==> src/rtl/sdr_read_data_path.sv <==
// SDRAM read-side data path: tracks READ commands through the CAS latency, counts bursts
// and registers DQ read data for the host. Optional sticky RD_TRUNC output under SDR_RD_TRUNC_FLAG_EN.
module sdr_read_data_path #(
    parameter int DSIZE       = 32,
    parameter int CAS_LATENCY = 3
) (
    input  logic             CLK,
    input  logic             RESET_N,
    input  logic             RD_CMD,
    input  logic [1:0]       BL_SEL,
    input  logic [DSIZE-1:0] DQIN,
    output logic [DSIZE-1:0] DATAOUT,
    output logic             DATAOUT_VALID,
    output logic             RD_LAST,
    output logic             RD_BUSY
`ifdef SDR_RD_TRUNC_FLAG_EN
    ,
    output logic             RD_TRUNC
`endif
);

    typedef struct packed {
        logic       valid;
        logic [1:0] bl;
    } token_t;

    typedef enum logic {
        IDLE,
        BURST
    } state_t;

    token_t     pipe_q [CAS_LATENCY];
    token_t     head;
    state_t     state_q, state_d;
    logic [2:0] cnt_q, cnt_d;
    logic [2:0] cur_cnt;
    logic       cap_en;
    logic       cap_last;
    logic       trunc;
    logic       pipe_busy;

    // The pipeline shifts every cycle, so a new READ and an arriving head token never collide.
    // NOTE: sequential state uses non-blocking assignments so every register samples pre-edge values.
    always_ff @(posedge CLK) begin
        if (!RESET_N) begin
            for (int i = 0; i < CAS_LATENCY; i++) pipe_q[i] <= '0;
        end else begin
            pipe_q[0] <= {RD_CMD, BL_SEL};
            for (int i = 1; i < CAS_LATENCY; i++) pipe_q[i] <= pipe_q[i-1];
        end
    end

    assign head = pipe_q[CAS_LATENCY-1];

    // A head token starts its burst in this cycle, pre-empting any burst still running.
    // NOTE: every output of this block is given a default first, so no latch can be inferred.
    always_comb begin
        state_d  = IDLE;
        cnt_d    = '0;
        cur_cnt  = cnt_q;
        cap_en   = 1'b0;
        cap_last = 1'b0;
        trunc    = 1'b0;
        if (head.valid) begin
            cur_cnt = 3'((4'd1 << head.bl) - 4'd1);
            cap_en  = 1'b1;
            trunc   = (state_q == BURST);
        end else if (state_q == BURST) begin
            cap_en  = 1'b1;
        end
        if (cap_en) begin
            cap_last = (cur_cnt == 3'd0);
            if (cur_cnt != 3'd0) begin
                state_d = BURST;
                cnt_d   = cur_cnt - 3'd1;
            end
        end
    end

    always_ff @(posedge CLK) begin
        if (!RESET_N) begin
            state_q       <= IDLE;
            cnt_q         <= '0;
            DATAOUT       <= '0;
            DATAOUT_VALID <= 1'b0;
            RD_LAST       <= 1'b0;
        end else begin
            state_q       <= state_d;
            cnt_q         <= cnt_d;
            DATAOUT_VALID <= cap_en;
            RD_LAST       <= cap_last;
            if (cap_en) DATAOUT <= DQIN;
        end
    end

    always_comb begin
        pipe_busy = 1'b0;
        for (int i = 0; i < CAS_LATENCY; i++) pipe_busy = pipe_busy | pipe_q[i].valid;
    end

    assign RD_BUSY = pipe_busy || (state_q == BURST);

`ifdef SDR_RD_TRUNC_FLAG_EN
    always_ff @(posedge CLK) begin
        if (!RESET_N)  RD_TRUNC <= 1'b0;
        else if (trunc) RD_TRUNC <= 1'b1;
    end
`else
    logic unused_trunc;
    assign unused_trunc = trunc;
`endif

endmodule

==> config.mk <==
export PLATFORM = sky130hd
export DESIGN_NAME = sdr_read_data_path
export DESIGN_NICKNAME = d
export VERILOG_FILES = /design/src/rtl/sdr_read_data_path.sv
export SDC_FILE = /design/constraint.sdc
export NUM_CORES = 1
export LEC_CHECK = 0
export ABC_AREA = 0
export BUFFER_PORTS_ARGS = -buffer_cell sky130_fd_sc_hd__buf_2
export CORE_UTILIZATION = 47
export CTS_CLUSTER_SIZE = 14
export DETAILED_ROUTE_END_ITERATION = 10
export PLACE_DENSITY = 0.78
export SLEW_MARGIN = 20
export SYNTH_ARGS = -nofsm -noshare
export SYNTH_HDL_FRONTEND = slang
export SYNTH_SLANG_ARGS = --single-unit
==> constraint.sdc <==
create_clock -name CLK -period 1.8 [get_ports CLK]
set_clock_uncertainty 0.15 [all_clocks]
set_input_delay 0.18 -clock CLK [delete_from_list [all_inputs] [get_ports CLK]]
set_output_delay 0.18 -clock CLK [all_outputs]
set_load 0.005 [all_outputs]
==> metrics.txt <==
status=finished, final reports clean; clock slew at reported path FFs=0.08 ns; largest net degree at the start of global routing=42; cell taking the most area after synthesis=dfxtp_1; first-pass GRT wire length=6470 µm; Tcrit/Tclk final=93.9%; Port Buffers=71; RePlAce Congestion=0.808; Setup Viol. Count Final=0; commonest cells after routing, fill and taps aside=buf_2, dfxtp_1, or3b_1, o21ai_0, a21oi_1; fillers=301; Area Growth Syn to Fin=41.6%; placed cells=296; final non-filler cell area=2570 µm²; clock sink total=47; relative slew slack=52.8%; worst skew pair latency=0.29 ns; Hold Crit Class=input port to flip-flop; Die W=64.2 µm; storage element area=946 µm²; CP Launch Type=flip-flop; Root Driver=clkbuf_8; CP arrival=1.36 ns; initial antenna violation count=0; ys async rst share=0%; Final Max Tran Viols=0; TritonCTS clock tree=yes; setup TNS=0 ns; RSZ-0062 raised after global routing=no; vias in the first global route=1,488; drt first pass iters=4; core area=3690 µm²; Tot GR Track Use=20.3%; Main synth FF type=dfxtp_1; syn nets=229; crit path capture type=output pin; area occupied by multi-input gates=778 µm²; met1 usage=24.3%; Ports=72; Final #Nets=323; share of cells above drive strength 1=32.0%; DP Worst Slack=0.0523 ns; via count=1,620; Pleak=1.12 nW; cts bufs inserted=5; Crit path required time=1.47 ns; Die Span Y=64.2 µm; Post-Layout Cell Count=332; Cell Pwr Density=747 nW/µm²; sequential fraction of the synthesis area=51.8%; Ant. Diodes=0; Final Hold Vio Count=0; Post-synth EDFFs=0; Rows=22; area of the die=4120 µm²; GR peak layer=met2; Peak supply drop=0.000541 V; commonest non-fill, non-tap cell in the layout=buf_2; Syn. warnings=0; max_cap viols=0; f_max=0.592 GHz; Final WS setup=0.110 ns; fin crit period=1.69 ns; post-layout util=69.8%; Initial Util=49.3%; Max H-tree Level=2; CTS max path bufs=2; Avg Inst Size Synth=9.62 µm²; Syn Inst Count=189; WL per Instance=12.1 µm; Unique masters post-synth=20; Synth top area share=51.8%; worst-margin pin slew=0.701 ns; DR vias/cell=4.88; Crit Path Class=flip-flop to output pin; worst-path fanout max=9; global routing usage on met3=7.14%; Synth area leaders=dfxtp_1, or3b_1, o21ai_0; Overall Power=1.92 mW; DP Wirelength=2430 µm; Synth Cell Area=1820 µm²; DP Area=2190 µm²; Overflow after GRT=0; Initial DRC Count=109; wirelength, routed=4030 µm; met2 Use GR=34.4%; drc violations=0; WHS=0.00644 ns; number of routed nets with antenna violations=0; Yosys reg bits=47
## layer usage
layer  vias up  part of all wire, %
li1        851                    -
met1       719                   45
met2        43                   48
met3         7                  5.3
met4         0                  1.3
met5         -                    0
## logic make-up after synthesis
| logic type | share of synthesized area, % |
|---|---|
| and+or+nand+nor | 21.3 |
| AOI/OAI and AO/OA | 18.9 |
| adders and majority gates | 2.06 |
| buffers and inverters | 5.44 |
| muxes | 0.551 |
| DFF | 51.8 |
## worst max-delay path, stage by stage (launching register included)
cell and delay [ns]:
dfxtp_4 0.38, or4_1 0.54, buf_2 0.15
## layout make-up
class | instances | share of cell area (%)
Timing Repair Buffer | 105 | 26.2
Inverter | 3 | 0.437
Tap cell | 48 | 2.33
Clock inverter | 1 | 0.292
Sequential cell | 47 | 36.7
Clock buffer | 7 | 3.74
Multi-Input combinational cell | 121 | 30.2
## final timing paths
| path | start | to | slack [ns] | cells past startpoint |
|---|---|---|---|---|
| worst max-delay path | pipe_q[0][8] | RD_BUSY | 0.11 | 2 |
| worst min-delay path | DQIN[29] | DATAOUT[29] | 0.006 | 3 |
| worst max register to register | pipe_q[0][8] | cnt_q[2] | 0.14 | 5 |
| worst min register to register | pipe_q[0][1] | pipe_q[0][4] | 0.29 | 1 |
## power by group
group / switching [mW] / internal, mW / leakage [nW] / total [mW]
combinational: 0.0654 / 0.107 / 0.688 / 0.172
sequential: 0.0104 / 1.06 / 0.383 / 1.07
clock: 0.330 / 0.349 / 0.0505 / 0.679
## Yosys cell counts, types with 2 or more instances
master / n
nor3_1: 2
ha_1: 3
or3b_1: 33
a21oi_1: 32
nor2_1: 2
inv_1: 3
and2_1: 9
buf_6: 2
dfxtp_1: 47
clkbuf_1: 14
o21ai_0: 33
## state kept, by name, summed over array words and instances (netlist names)
register and count:
DATAOUT_VALID 1, pipe_q 9, cnt_q 3, DATAOUT 32, state_q 1, RD_LAST 1
## repair_timing
action,CTS,global route
gates resized for setup,0,1
setup endpoints to repair,0,4
hold endpoints to repair,25,1
hold buffers,25,1
setup buffers,0,2
No activity file was read; power rests on OpenSTA's default activity.
